**config.mk**
```make
export PLATFORM = sky130hd
export DESIGN_NAME = sram_axi_bridge
export DESIGN_NICKNAME = d
export VERILOG_FILES = /design/src/rtl/sram_axi_bridge_pkg.sv /design/src/rtl/axi_wr_ctrl.sv /design/src/rtl/sram_axi_bridge.sv
export SDC_FILE = /design/constraint.sdc
export NUM_CORES = 1
export LEC_CHECK = 0
export ABC_AREA = 1
export BUFFER_PORTS_ARGS = -buffer_cell sky130_fd_sc_hd__buf_2
export CAP_MARGIN = 10
export CORE_AREA = 10 10 130 132
export CTS_CLUSTER_DIAMETER = 80
export DETAILED_ROUTE_END_ITERATION = 6
export DIE_AREA = 0 0 140 142
export GPL_ROUTABILITY_DRIVEN = 0
export PLACE_DENSITY = 0.73
export SKIP_LAST_GASP = 1
export SYNTH_ARGS = -nofsm -noshare
export SYNTH_HDL_FRONTEND = slang
export SYNTH_SLANG_ARGS = --single-unit
```
**constraint.sdc**
```tcl
create_clock -name clk -period 3.5 [get_ports clk]
set_input_delay 0.525 -clock clk [delete_from_list [all_inputs] [get_ports clk]]
set_output_delay 0.525 -clock clk [all_outputs]
set_load 0.02 [all_outputs]
```
**src/rtl/sram_axi_bridge_pkg.sv**
```systemverilog
// sram_axi_bridge_pkg: FSM encodings, burst and size constants shared by the bridge.
package sram_axi_bridge_pkg;
    typedef enum logic {AR_IDLE, AR_BUSY} ar_state_t;
    typedef enum logic [1:0] {W_IDLE, W_ADDR, W_RESP} w_state_t;
    localparam logic [1:0] BURST_INCR = 2'b01;
    localparam logic [2:0] SIZE_BYTE = 3'd0;
    localparam logic [2:0] SIZE_HALF = 3'd1;
    localparam logic [2:0] SIZE_WORD = 3'd2;
    function automatic logic [2:0] axi_size(input logic [1:0] size);
        return {1'b0, size};
    endfunction
endpackage

```
**src/rtl/axi_wr_ctrl.sv**
```systemverilog
// axi_wr_ctrl: single-outstanding AXI write channel (AW + W issue, B wait) for the bridge.
module axi_wr_ctrl
    import sram_axi_bridge_pkg::*;
#(
    parameter int ADDR_W = 32
) (
    input  logic              clk,
    input  logic              reset,
    input  logic              start,
    input  logic [ADDR_W-1:0] addr,
    input  logic [1:0]        size,
    input  logic [3:0]        strb,
    input  logic [31:0]       data,
    output logic              idle,
    output logic              done,
    output logic [ADDR_W-1:0] awaddr,
    output logic [2:0]        awsize,
    output logic              awvalid,
    input  logic              awready,
    output logic [31:0]       wdata,
    output logic [3:0]        wstrb,
    output logic              wvalid,
    input  logic              wready,
    input  logic              bvalid,
    output logic              bready
);
    w_state_t state, state_nxt;
    logic aw_left, w_left;
    always_ff @(posedge clk) begin
        if (reset) begin
            state   <= W_IDLE;
            awvalid <= 1'b0;
            wvalid  <= 1'b0;
        end else begin
            state   <= state_nxt;
            awvalid <= start | (awvalid & ~awready);
            wvalid  <= start | (wvalid & ~wready);
        end
    end
    always_ff @(posedge clk) begin
        if (start) begin
            awaddr <= addr;
            awsize <= axi_size(size);
            wdata  <= data;
            wstrb  <= strb;
        end
    end
    // AW and W may complete in either order; leave W_ADDR once neither is still pending
    always_comb begin
        aw_left   = awvalid & ~awready;
        w_left    = wvalid & ~wready;
        state_nxt = (state == W_IDLE && start) ? W_ADDR :
                    (state == W_ADDR && !aw_left && !w_left) ? W_RESP :
                    (state == W_RESP && bvalid) ? W_IDLE : state;
        idle      = state == W_IDLE;
        bready    = state == W_RESP;
        done      = bvalid & bready;
    end
endmodule

```
**src/rtl/sram_axi_bridge.sv**
```systemverilog
// sram_axi_bridge: SRAM-like inst/data ports to a single-beat AXI master.
// Define BRIDGE_RAW_CHECK_EN to hold inst reads that hit the word of an in-flight store.
module sram_axi_bridge
    import sram_axi_bridge_pkg::*;
#(
    parameter int         ADDR_W  = 32,
    parameter logic [3:0] INST_ID = 4'd0,
    parameter logic [3:0] DATA_ID = 4'd1
) (
    input  logic              clk,
    input  logic              reset,
    input  logic              inst_req,
    input  logic [ADDR_W-1:0] inst_addr,
    input  logic [1:0]        inst_size,
    output logic              inst_addr_ok,
    output logic              inst_data_ok,
    output logic [31:0]       inst_rdata,
    input  logic              data_req,
    input  logic              data_wr,
    input  logic [1:0]        data_size,
    input  logic [3:0]        data_wstrb,
    input  logic [ADDR_W-1:0] data_addr,
    input  logic [31:0]       data_wdata,
    output logic              data_addr_ok,
    output logic              data_data_ok,
    output logic [31:0]       data_rdata,
    output logic [3:0]        arid,
    output logic [ADDR_W-1:0] araddr,
    output logic [3:0]        arlen,
    output logic [2:0]        arsize,
    output logic [1:0]        arburst,
    output logic              arvalid,
    input  logic              arready,
    input  logic [3:0]        rid,
    input  logic [31:0]       rdata,
    input  logic              rvalid,
    output logic              rready,
    output logic [3:0]        awid,
    output logic [ADDR_W-1:0] awaddr,
    output logic [3:0]        awlen,
    output logic [2:0]        awsize,
    output logic [1:0]        awburst,
    output logic              awvalid,
    input  logic              awready,
    output logic [3:0]        wid,
    output logic [31:0]       wdata,
    output logic [3:0]        wstrb,
    output logic              wlast,
    output logic              wvalid,
    input  logic              wready,
    input  logic              bvalid,
    output logic              bready
);
    ar_state_t ar_state, ar_nxt;
    logic inst_pend, data_rd_pend, rready_q;
    logic wr_idle, wr_done, r_inst_ok, r_data_ok;
    logic data_free, data_rd_go, data_wr_go, inst_go, raw_hold;

`ifdef BRIDGE_RAW_CHECK_EN
    assign raw_hold = !wr_idle && inst_addr[ADDR_W-1:2] == awaddr[ADDR_W-1:2];
`else
    assign raw_hold = 1'b0;
`endif

    // data read beats a simultaneous inst read for the single AR slot
    always_comb begin
        data_free    = !reset && !data_rd_pend && wr_idle;
        data_rd_go   = data_req && !data_wr && data_free && ar_state == AR_IDLE;
        data_wr_go   = data_req && data_wr && data_free;
        inst_go      = inst_req && !reset && !inst_pend && ar_state == AR_IDLE && !data_rd_go && !raw_hold;
        ar_nxt       = (ar_state == AR_IDLE && (inst_go || data_rd_go)) ? AR_BUSY :
                       (ar_state == AR_BUSY && arready) ? AR_IDLE : ar_state;
        inst_addr_ok = inst_go;
        data_addr_ok = data_rd_go || data_wr_go;
        r_inst_ok    = rvalid && rready && rid == INST_ID;
        r_data_ok    = rvalid && rready && rid == DATA_ID;
    end

    always_ff @(posedge clk) begin
        if (reset) begin
            ar_state     <= AR_IDLE;
            inst_pend    <= 1'b0;
            data_rd_pend <= 1'b0;
            rready_q     <= 1'b0;
        end else begin
            ar_state     <= ar_nxt;
            inst_pend    <= inst_go | (inst_pend & ~r_inst_ok);
            data_rd_pend <= data_rd_go | (data_rd_pend & ~r_data_ok);
            rready_q     <= 1'b1;
        end
    end

    always_ff @(posedge clk) begin
        if (inst_go || data_rd_go) begin
            arid   <= data_rd_go ? DATA_ID : INST_ID;
            araddr <= data_rd_go ? data_addr : inst_addr;
            arsize <= axi_size(data_rd_go ? data_size : inst_size);
        end
    end

    assign arvalid      = ar_state == AR_BUSY;
    assign arlen        = 4'd0;
    assign arburst      = BURST_INCR;
    assign rready       = rready_q;
    assign inst_data_ok = r_inst_ok;
    assign inst_rdata   = rdata;
    assign data_rdata   = rdata;
    assign data_data_ok = r_data_ok || wr_done;
    assign awid         = DATA_ID;
    assign wid          = DATA_ID;
    assign awlen        = 4'd0;
    assign awburst      = BURST_INCR;
    assign wlast        = 1'b1;

    axi_wr_ctrl #(.ADDR_W(ADDR_W)) u_wr (
        .clk     (clk),
        .reset   (reset),
        .start   (data_wr_go),
        .addr    (data_addr),
        .size    (data_size),
        .strb    (data_wstrb),
        .data    (data_wdata),
        .idle    (wr_idle),
        .done    (wr_done),
        .awaddr  (awaddr),
        .awsize  (awsize),
        .awvalid (awvalid),
        .awready (awready),
        .wdata   (wdata),
        .wstrb   (wstrb),
        .wvalid  (wvalid),
        .wready  (wready),
        .bvalid  (bvalid),
        .bready  (bready)
    );
endmodule

```
==> summary.txt <==
STA
  • Final worst path period share: 0.616
  • Final Skew: 0.0151 ns
  • Max Freq: 464 MHz
  • Slew Limit Fails: 0
  • Slew margin rel.: 0.396
  • Worst slew pin tran: 0.902 ns
  • RSZ-0062 raised after global routing: false
  • Post-route setup slack: 1.35 ns
  • Setup violators final: 0
  • Min cycle time layout: 2.15 ns
  • Hold Fails Final Rpt: 0
  • Setup_tns: 0 ns

Setup path
  • Reg-to-Reg Start: u_wr.state[0]
  • Setup CP Type: reg -> out
  • CP startpoint: arvalid
  • CP Cell Sequence: nor2_1 > nand2_1 > inv_1 > nand2_4 > nand2_1 > buf_2
  • Crit path launch type: register
  • Slowest stage delay, CP: 0.33 ns
  • Worst EP arrival: 1.63 ns
  • Cell type of the slowest stage on the worst timing path: dfxtp_1
  • Worst Path Buf+Inv: 2
  • Delay-heaviest family, CP: simple AND/OR/NAND/NOR gates
  • WP data required: 2.97 ns
  • Worst path most repeated cell: nand2_1
  • Critical Path End Type: output pin
  • Crit path max fanout: 39

Layout
  • Area Growth Syn to Fin: 28.5%
  • Share of post-route cells with drive strength above 1: 0.482
  • Most frequent cells in the layout: buf_2, nand2_1, edfxtp_1, conb_1, clkbuf_16
  • FILL cells: 1352
  • Layout Nets: 700
  • Commonest non-fill, non-tap cell in the layout: buf_2
  • Final Cell Area: 6030 sq um
  • Finished Layout Cells: 747

Detailed routing
  • Vias/cell: 4.32
  • # DRC: 0
  • Highest routed layer: met5
  • Met3 WL: 2240 microns
  • Met1 WL: 5260 microns
  • Iter 0 DRT Violations: 187
  • Antenna Violating Nets Remaining: 0
  • Wire per inst: 21.8 microns
  • DRT Wirelength: 16300 microns
  • Met2 wire len: 8510 microns
  • Pre-antenna DRT Iters: 4
  • DR vias: 3229

Clock network
  • CTS buffer count: 17
  • Reg clk slew, reported paths: 0.06 ns
  • Post-CTS sizing: 0
  • CTS HTree Levels: 4
  • Post-CTS setup buffers: 0
  • CTS Buffer Depth: 2
  • Worst skew pair latency: 0.40 ns
  • CTS sink cnt: 113
  • CTS tree: done
  • # hold bufs at CTS: 0
  • Root buffer cell: clkbuf_16

Synthesis
  • Synth top area share: 0.672
  • Post-Synth XOR/XNOR Area: 0
  • Synthesized area per cell: 12.6 sq um
  • Mux share of post-synthesis cell area: 0
  • Yosys cell types: 17
  • Synth Area in Compound Gates: 0.00747
  • Simple-Gate Fraction of Synth Area: 0.111
  • Synthesized netlist cell count: 371
  • Synth Cell Area: 4690 sq um
  • Seq/Total Area, Yosys: 0.706
  • Synth Register Bits: 113
  • Biggest area consumer among synthesized cells: edfxtp_1
  • Main combinational cell family by area after synthesis: buffers and inverters
  • Post-Synth Adder-Cell Area: 0
  • Yosys Warn Count: 0
  • Area contributors post-synth: edfxtp_1, buf_4, nand2_1

Pwr
  • Worst VDD drop: 0.295 mV
  • LEAKAGE: 0.00280 uW
  • Pwr Density: 595 nW/um^2

GRT
  • Largest net degree at the start of global routing: 40
  • First-pass GRT wire length: 22900 microns
  • GRT Util Overall: 0.155
  • Grt total ovfl: 0
  • Vias in the first global route: 3444
  • Initial antenna violation count: 1

Placement
  • Placed Cells: 715
  • Post-detail-place hpwl: 13100 microns
  • Placed inst area: 5460 sq um
  • Dpl ws: 1.03 ns
  • I/O Buffers: 231

Die
  • IO Pins: 354
  • Die X: 140 microns
  • Initial core utilization: 0.328
  • Core area: 14300 sq um
  • Die Span Y: 142 microns
  • Rows: 44
  • Die area: 19900 sq um

Run
  • Number of max-cap violations: 0

Run status
  • Status: complete, no violations

Hold path
  • Hold Startpoint: data_wdata[16]
  • Worst min-delay path class: in -> reg
cell type report:
cell class / instances / area [sq um] / share of cell area
antenna: 1 / 2.50 / 0.000415
multi-input combinational: 167 / 657 / 0.109
clock inverter: 14 / 141 / 0.0235
sequential: 113 / 3310 / 0.550
inverter: 17 / 67.6 / 0.0112
tap: 184 / 230 / 0.0382
timing repair buffer: 234 / 1190 / 0.198
clock buffer: 17 / 425 / 0.0706
cell usage after synthesis (all sizes together):
cell / number
nor2: 9
a21oi: 6
nand2: 119
buf: 98
or2: 1
dfxtp: 8
conb: 2
edfxtp: 105
o21ai: 1
inv: 17
nand3: 5
routing by layer:
layer  vias to the layer above  GRT usage
met5                         -          0
met1                      1482      0.139
li1                       1469          -
met4                         2     0.0571
met3                        24      0.103
met2                       252      0.274
through the flow:
step,power (uW),utilization,hold WS (ns)
finish,3590,0.421,0.307
global route,3720,0.421,0.273
CTS,3630,0.421,0.286
detailed placement,1970,0.381,0.465
global placement,1950,0.381,0.467
floorplan,1930,-,0.441
final timing paths:
path	slack, ns	endpoint	cells past startpoint
max	1.35	data_addr_ok	6
min	0.31	u_wr.wdata[16]	1
max reg2reg	1.41	araddr[11]	5
min reg2reg	0.47	inst_pend	2
registers in the layout (all words and copies together), names as in the netlist:
| register | flops |
|---|---|
| araddr | 32 |
| u_wr.wdata | 32 |
| arvalid | 1 |
| u_wr.wvalid | 1 |
| rready | 1 |
| u_wr.awsize | 2 |
| data_rd_pend | 1 |
| arsize | 2 |
| arid | 1 |
| u_wr.awvalid | 1 |
| inst_pend | 1 |
| u_wr.awaddr | 32 |
| u_wr.wstrb | 4 |
| u_wr.state | 2 |
kinds of logic after synthesis:
logic type,Yosys count
buf+inv,115
flops,113
other cells,2
simple gates,134
compound gates,7
power breakdown:
| group | switching (uW) | leakage (uW) | internal [uW] |
|---|---|---|---|
| Clock | 614 | 0.000273 | 1040 |
| Sequential | 19.4 | 0.00104 | 1560 |
| Combinational | 240 | 0.00149 | 112 |
| Total | 873 | 0.00280 | 2710 |
(Power assumes the default switching activity.)
